<file path="src/rtl/mem_cycle_sequencer.sv">
// Memory-access machine-cycle sequencer: generates T0/T1(wait)/T2 progression and
// the bus/register-file strobes for read, write and opcode-fetch cycles.
module mem_cycle_sequencer #(
    parameter int N_SRC        = 4,
    parameter int SRC_W        = 2,
    parameter int WCFG_W       = 2,
    parameter int WAIT_TIMEOUT = 15
) (
    input  logic              CLK,
    input  logic              RESET,
    input  logic              START,
    input  logic [1:0]        MODE,
    input  logic [SRC_W-1:0]  SRC,
    input  logic [WCFG_W-1:0] WCFG,
    input  logic              TWAIT,
    output logic              BUSY,
    output logic [1:0]        XPT,
    output logic              MREQ,
    output logic              RD,
    output logic              WR,
    output logic              M1,
    output logic              ACT_AD,
    output logic [N_SRC-1:0]  AD_SEL,
    output logic              LATCH_DATA,
    output logic              INC_PC,
    output logic              DONE,
    output logic              ERR
);

    localparam int TO_W = $clog2(WAIT_TIMEOUT + 1);
    localparam logic [TO_W-1:0] TO_MAX = TO_W'(WAIT_TIMEOUT);

    typedef enum logic [1:0] {S_IDLE, S_T0, S_T1, S_T2} state_t;
    typedef enum logic [1:0] {MD_READ, MD_WRITE, MD_FETCH, MD_RSVD} mode_t;

    state_t              state, state_d;
    mode_t               mode_q, mode_d;
    logic [SRC_W-1:0]    src_q, src_d;
    logic [WCFG_W-1:0]   wcfg_q, wcfg_d;
    logic [WCFG_W-1:0]   wcnt_q, wcnt_d;
    logic [TO_W-1:0]     tcnt_q, tcnt_d;
    logic                abort_q, abort_d;
    logic                cmd_ok;

    assign cmd_ok = START && (mode_t'(MODE) != MD_RSVD);

    always_ff @(posedge CLK or posedge RESET) begin
        if (RESET) begin
            state   <= S_IDLE;
            mode_q  <= MD_READ;
            src_q   <= '0;
            wcfg_q  <= '0;
            wcnt_q  <= '0;
            tcnt_q  <= '0;
            abort_q <= 1'b0;
        end else begin
            state   <= state_d;
            mode_q  <= mode_d;
            src_q   <= src_d;
            wcfg_q  <= wcfg_d;
            wcnt_q  <= wcnt_d;
            tcnt_q  <= tcnt_d;
            abort_q <= abort_d;
        end
    end

    always_comb begin
        state_d = state;
        mode_d  = mode_q;
        src_d   = src_q;
        wcfg_d  = wcfg_q;
        wcnt_d  = wcnt_q;
        tcnt_d  = tcnt_q;
        abort_d = 1'b0;
        case (state)
            S_IDLE, S_T2: begin
                // T2 shares the IDLE command accept so back-to-back cycles skip the idle gap
                state_d = S_IDLE;
                if (cmd_ok) begin
                    state_d = S_T0;
                    mode_d  = mode_t'(MODE);
                    src_d   = SRC;
                    wcfg_d  = WCFG;
                    wcnt_d  = '0;
                    tcnt_d  = '0;
                end
            end
            S_T0: state_d = S_T1;
            S_T1: begin
                if (wcnt_q < wcfg_q) begin
                    wcnt_d = wcnt_q + WCFG_W'(1);
                end else if (TWAIT) begin
                    if (tcnt_q == TO_MAX) begin
                        state_d = S_IDLE;
                        abort_d = 1'b1;
                    end else begin
                        tcnt_d = tcnt_q + TO_W'(1);
                    end
                end else begin
                    state_d = S_T2;
                end
            end
            default: state_d = S_IDLE;
        endcase
    end

    always_comb begin
        BUSY       = 1'b0;
        XPT        = 2'b00;
        MREQ       = 1'b0;
        RD         = 1'b0;
        WR         = 1'b0;
        M1         = 1'b0;
        ACT_AD     = 1'b0;
        LATCH_DATA = 1'b0;
        INC_PC     = 1'b0;
        DONE       = 1'b0;
        ERR        = 1'b0;
        case (state)
            S_IDLE: ERR = abort_q;
            S_T0, S_T1: begin
                BUSY   = 1'b1;
                XPT    = (state == S_T1) ? 2'b01 : 2'b00;
                ACT_AD = 1'b1;
                MREQ   = 1'b1;
                RD     = (mode_q == MD_READ) || (mode_q == MD_FETCH);
                M1     = (mode_q == MD_FETCH);
                WR     = (state == S_T1) && (mode_q == MD_WRITE);
            end
            S_T2: begin
                BUSY       = 1'b1;
                XPT        = 2'b10;
                ACT_AD     = 1'b1;
                LATCH_DATA = (mode_q == MD_READ) || (mode_q == MD_FETCH);
                INC_PC     = (mode_q == MD_FETCH) || ((mode_q == MD_READ) && (src_q == '0));
                DONE       = 1'b1;
            end
            default: ;
        endcase
    end

    // Out-of-range sources match no bit, leaving AD_SEL all zero
    always_comb begin
        AD_SEL = '0;
        for (int unsigned i = 0; i < N_SRC; i++) begin
            AD_SEL[i] = ACT_AD && (src_q == SRC_W'(i));
        end
    end

endmodule

</file>
<file path="config.mk">
export PLATFORM = sky130hd
export DESIGN_NAME = mem_cycle_sequencer
export DESIGN_NICKNAME = d
export VERILOG_FILES = /design/src/rtl/mem_cycle_sequencer.sv
export SDC_FILE = /design/constraint.sdc
export NUM_CORES = 1
export LEC_CHECK = 0
export CAP_MARGIN = 15
export CORE_UTILIZATION = 26
export DETAILED_ROUTE_END_ITERATION = 8
export PLACE_DENSITY = 0.6
export SLEW_MARGIN = 20
export SYNTH_ARGS = -nofsm -noshare
export SYNTH_HDL_FRONTEND = slang
export SYNTH_SLANG_ARGS = --single-unit
</file>
<file path="constraint.sdc">
create_clock -name CLK -period 2.1 [get_ports CLK]
set_input_delay 0.525 -clock CLK [delete_from_list [all_inputs] [get_ports CLK]]
set_output_delay 0.525 -clock CLK [all_outputs]
set_load 0.05 [all_outputs]
</file>
==> results of run 1 <==
## synthesized netlist by cell type (all sizes together), types with 2 or more instances
| library cell | number | share of area [%] |
|---|---|---|
| a21boi | 2 | 1.6 |
| a21oi | 6 | 3.1 |
| a31oi | 2 | 1.3 |
| and2 | 2 | 1.3 |
| and3 | 2 | 1.8 |
| buf | 4 | 3.3 |
| dfrtp | 15 | 39 |
| ha | 7 | 9.1 |
| inv | 8 | 3.1 |
| mux2 | 5 | 5.9 |
| mux2i | 2 | 2.1 |
| nand2 | 3 | 1.2 |
| nand2b | 3 | 2.0 |
| nand3 | 4 | 2.1 |
| nor2 | 4 | 2.3 |
| nor2b | 5 | 3.8 |
| nor3 | 3 | 1.6 |
| nor3b | 3 | 2.3 |
| o21ai | 4 | 2.1 |
## sequential cells by signal (all words and copies together), names as in the netlist
| name | flops |
|---|---|
| state | 2 |
| mode_q | 2 |
| tcnt_q | 4 |
| abort_q | 1 |
| src_q | 2 |
| wcfg_q | 2 |
| wcnt_q | 2 |
## kinds of logic after synthesis
kind of cell / Yosys count / share of synthesized area [%]
buffers and inverters: 12 / 6.39
AOI/OAI and AO/OA: 22 / 15.0
adders and majority gates: 7 / 9.13
DFF: 15 / 39.1
and+or+nand+nor: 34 / 22.4
muxes: 7 / 7.95
## critical path, cell delays in order, from the launching register on
cell     delay (ps)
dfrtp_1         380
inv_1           140
ha_4            230
nor2b_4         130
and2_2          210
buf_12          150
## through the flow
stage,instances,hold slack (ps),setup slack (ps),instance area [µm²],setup TNS (ps)
after floorplan,97,426,-207,1000,-725
after global placement,166,504,131,1430,0
after detailed placement,166,517,135,1430,0
after CTS,172,529,36.7,1490,0
after global routing,172,541,7.13,1490,0
final,172,527,88.7,1490,0
## layer usage
| layer | track usage [%] | up-vias | share of wire, % |
|---|---|---|---|
| li1 | - | 400 | - |
| met2 | 18.1 | 10 | 48 |
| met1 | 17.3 | 377 | 48 |
| met5 | 0 | - | 0 |
| met3 | 3.65 | 2 | 2.9 |
| met4 | 5.23 | 0 | 1.1 |
## power groups by stage
stage | clock, µW | sequential (µW) | combinational, µW
floorplan | 0 | 452 | 737
global placement | 0 | 470 | 1140
detailed placement | 0 | 477 | 1140
CTS | 239 | 470 | 1160
global route | 256 | 482 | 1230
finish | 231 | 469 | 1160
## area by class of cell
cell class	count	area (µm²)	area share (%)
tap	46	57.6	3.87
timing repair buffer	29	415	27.9
sequential	15	375	25.3
clock buffer	4	45.0	3.03
multi-input combinational	70	563	37.9
inverter	8	30.0	2.02
## what timing repair did
item,CTS,global route
endpoints found under the setup margin,2,3
buffers inserted,2,0
gates resized for setup,0,1
pin swaps,1,1
## worst min path at each step
stage	from	to	slack [ps]	depth (start not counted)
after detailed placement	tcnt_q[1]	tcnt_q[1]	520	1
after global placement	tcnt_q[1]	tcnt_q[1]	500	1
final	tcnt_q[1]	tcnt_q[1]	530	1
after floorplan	RESET	abort_q	430	1
after global routing	tcnt_q[1]	tcnt_q[1]	540	1
after CTS	tcnt_q[1]	tcnt_q[1]	530	1
==> flow_summary.ini, run 1 <==
[detailed_routing]
dr.pass1.iters = 2
drc = 0
drt_iter0_drc = 28
routed-via-count = 789
avgRoutedWirePerCell_um = 12.7
postRouteAntennaNets = 0
via_per_inst = 4.59
routed_wirelength_mm = 2.19

[timing]
slew_headroom_pct = 60.2
tightest_slew_ps = 596
rsz0062_at_grt = false
fin_crit_sh_pct = 95.8
final.min_clock_period_ps = 2010
drv_slew = 0
setup_violations = 0
clock_skew_ps = 1.09
hold_violations = 0
max_freq_mhz = 497

[finish]
layout_common_cells = dfrtp_1, buf_12, clkdlybuf4s50_1
utilization_pct = 43.2
area_growth_pct = 54.9
layout_commonest_cell = dfrtp_1
nFillCells = 322
drive_gt1_share_pct = 31.0
diodes = 0
nets = 144

[place]
port_buffers = 25
hpwl_mm = 1.70
place_congestion = 0.900

[logic_synthesis]
synth_warnings = 0
syn_inst = 97
synth_edf_count = 0
ys_seq_area_share_pct = 39.1
synth_fp_nets = 114
syn_area_per_cell_um2 = 9.89
ys_ff_latch = 15
synthArstFlopShare_pct = 100
ys.flop_type = dfrtp_1
netlist_area_um2 = 960
ys_types = 39

[worst_setup_path]
arrival_ps = 1490
crit_path_start = state[1]
reg2reg_from = state[1]
cp-end-kind = output port
cp-endpoint = M1
worstPathRequired_ps = 1570
crit_type = reg -> out
r2r_setup_slack_ps = 290
reg2regPathDepth = 6
crit_fanout = 3
startpoint_type = flop
rr_endpoint = tcnt_q[1]

[power]
clkPwrFrac_pct = 12.4
power_frac_comb_pct = 62.3
switchingPower_uw = 800
max-vdd-ir-drop_uv = 411
power_frac_seq_pct = 25.3
p_int_uw = 1060
p_total_uw = 1860
switching_share_pct = 43.1
power.leakage_uw = 0.000650
power_density_nw_per_um2 = 1250

[floorplanning]
core_area_um2 = 3440
die_w_um = 62.8
initial_core_util_pct = 27.9
die_h_um = 62.8
rows = 21
io-pin-count = 26
dieArea_um2 = 3940

[global_routing]
antenna_found_initial = 0
grt_remaining_overflow = 0
grt_pass1_wl_mm = 3.84
grt_max_degree = 16
grt_pass1_vias = 807
track_usage_pct = 12.5

[clock_tree]
clock_sinks = 15
hold_buffers = 0
cts_buffer_depth = 2
cts_buffers = 3
path_clk_slew_ps = 60
cts_root_buf = clkbuf_8
clk_latency_ps = 240
cts_tree = built
h-tree-depth = 1

[worst_hold_path]
min_path_type = reg -> reg

[run_status]
status = complete, no violations

[flow_run]
max_cap_violations = 0
Note: power is estimated with default switching activity, not from simulation.
==> inputs of run 2 (changes only) <==
--- a/config.mk
+++ b/config.mk
@@ -7,6 +7,7 @@
 export LEC_CHECK = 0
 export CAP_MARGIN = 15
 export CORE_UTILIZATION = 26
+export CTS_BUF_LIST = sky130_fd_sc_hd__clkbuf_4
 export DETAILED_ROUTE_END_ITERATION = 8
 export PLACE_DENSITY = 0.6
 export SLEW_MARGIN = 20
==> flow_summary.ini, run 2 (synthesis results as in run 1) <==
[run_status]
status = complete, no violations

[power]
p_total_uw = 1830
power_density_nw_per_um2 = 1230
max-vdd-ir-drop_uv = 433
power.leakage_uw = 0.000654

[finish]
regArea_um2 = 375
diodes = 0
multiInputGateArea_um2 = 568
largest_register_ffs = 4
drive_gt1_share_pct = 35.2
max_flop_register = tcnt_q
utilization_pct = 43.3
layout_common_cells = dfrtp_1, buf_12, clkdlybuf4s50_1
finalInstanceArea_um2 = 1490
nets = 146
nFillCells = 324
area_growth_pct = 55.4
layout_commonest_cell = dfrtp_1

[worst_setup_path]
startpoint_type = flop
arrival_ps = 1490
crit_fanout = 5
worstPathRequired_ps = 1570
crit_type = reg -> out
cp-end-kind = output port

[flow_run]
max_cap_violations = 0

[timing]
max_freq_mhz = 496
setup_violations = 0
tightest_slew_ps = 592
clock_skew_ps = 5.81
drv_slew = 0
final.min_clock_period_ps = 2020
fin_crit_sh_pct = 96.1
fin_tns_setup_ps = 0
rsz0062_at_grt = true
hold_violations = 0
slew_headroom_pct = 60.5
holdWs_ps = 536

[floorplanning]
initial_core_util_pct = 27.9
die_h_um = 62.8
rows = 21
io-pin-count = 26
core_area_um2 = 3440
die_w_um = 62.8
dieArea_um2 = 3940

[clock_tree]
clock_sinks = 15
cts_root_buf = clkbuf_4
cts_buffers = 3
cts_buffer_depth = 2
clk_latency_ps = 280
path_clk_slew_ps = 80
cts_tree = built
h-tree-depth = 1

[global_routing]
track_usage_pct = 12.3
grt_pass1_vias = 794
grt_pass1_wl_mm = 3.75
grt_remaining_overflow = 0
antenna_found_initial = 0
grt_max_degree = 16

[place]
place_congestion = 0.900
hpwl_mm = 1.70
port_buffers = 25
place_area_um2 = 1430

[detailed_routing]
dr.pass1.iters = 2
avgRoutedWirePerCell_um = 12.3
via_per_inst = 4.55
drc = 0
postRouteAntennaNets = 0
drt_iter0_drc = 35
routed_wirelength_mm = 2.14
routed-via-count = 791

[worst_hold_path]
min_path_type = reg -> reg
[run 2: worst paths after layout]
kind                            from        end  slack [ps]  cells after the start
setup / recovery            state[0]  AD_SEL[1]          80                      4
hold / removal             tcnt_q[1]  tcnt_q[1]         540                      1
setup reg to reg            state[0]  tcnt_q[1]         300                      6
hold reg to reg            tcnt_q[1]  tcnt_q[1]         540                      1
max in group asynchronous      RESET  tcnt_q[0]        1110                      2
min in group asynchronous      RESET   src_q[0]         600                      2
[run 2: layer usage]
layer / vias up / track usage (%) / routed length [µm]
met5: - / 0 / 0
met4: 0 / 5.23 / 25
met3: 2 / 3.65 / 78
met2: 12 / 17.5 / 995
met1: 371 / 17.0 / 1040
li1: 406 / - / -
[run 2: cell type report]
type | count | share of cell area [%]
clock buffer | 4 | 2.01
inverter | 8 | 2.01
multi-input combinational | 70 | 38.1
sequential | 15 | 25.2
tap | 46 | 3.86
timing repair buffer | 31 | 28.9
[run 2: critical path: stages (launching register included)]
cell and delay, ps:
dfrtp_1 390, inv_2 80, ha_4 180, nor3b_1 380
buf_12 190
[run 2: timing repair]
item / in CTS / in global routing
buffers inserted: 2 / 2
hold buffers: 0 / 0
gates resized for setup: 1 / 3
setup endpoints to repair: 3 / 4
pin swaps: 1 / 1
[run 2: power by group]
part / leakage [µW] / internal (µW) / switching [µW] / total (µW)
clock: 0.0000184 / 86.7 / 89.7 / 176
sequential: 0.000195 / 374 / 95.2 / 469
combinational: 0.000441 / 569 / 614 / 1180
total: 0.000654 / 1030 / 799 / 1830
[run 2: metrics by stage]
| step | cells | worst slack (ps) |
|---|---|---|
| finish | 174 | 82.4 |
| global route | 174 | -24.3 |
| CTS | 172 | 27.8 |
| detailed placement | 166 | 135 |
| global placement | 166 | 131 |
| floorplan | 97 | -207 |
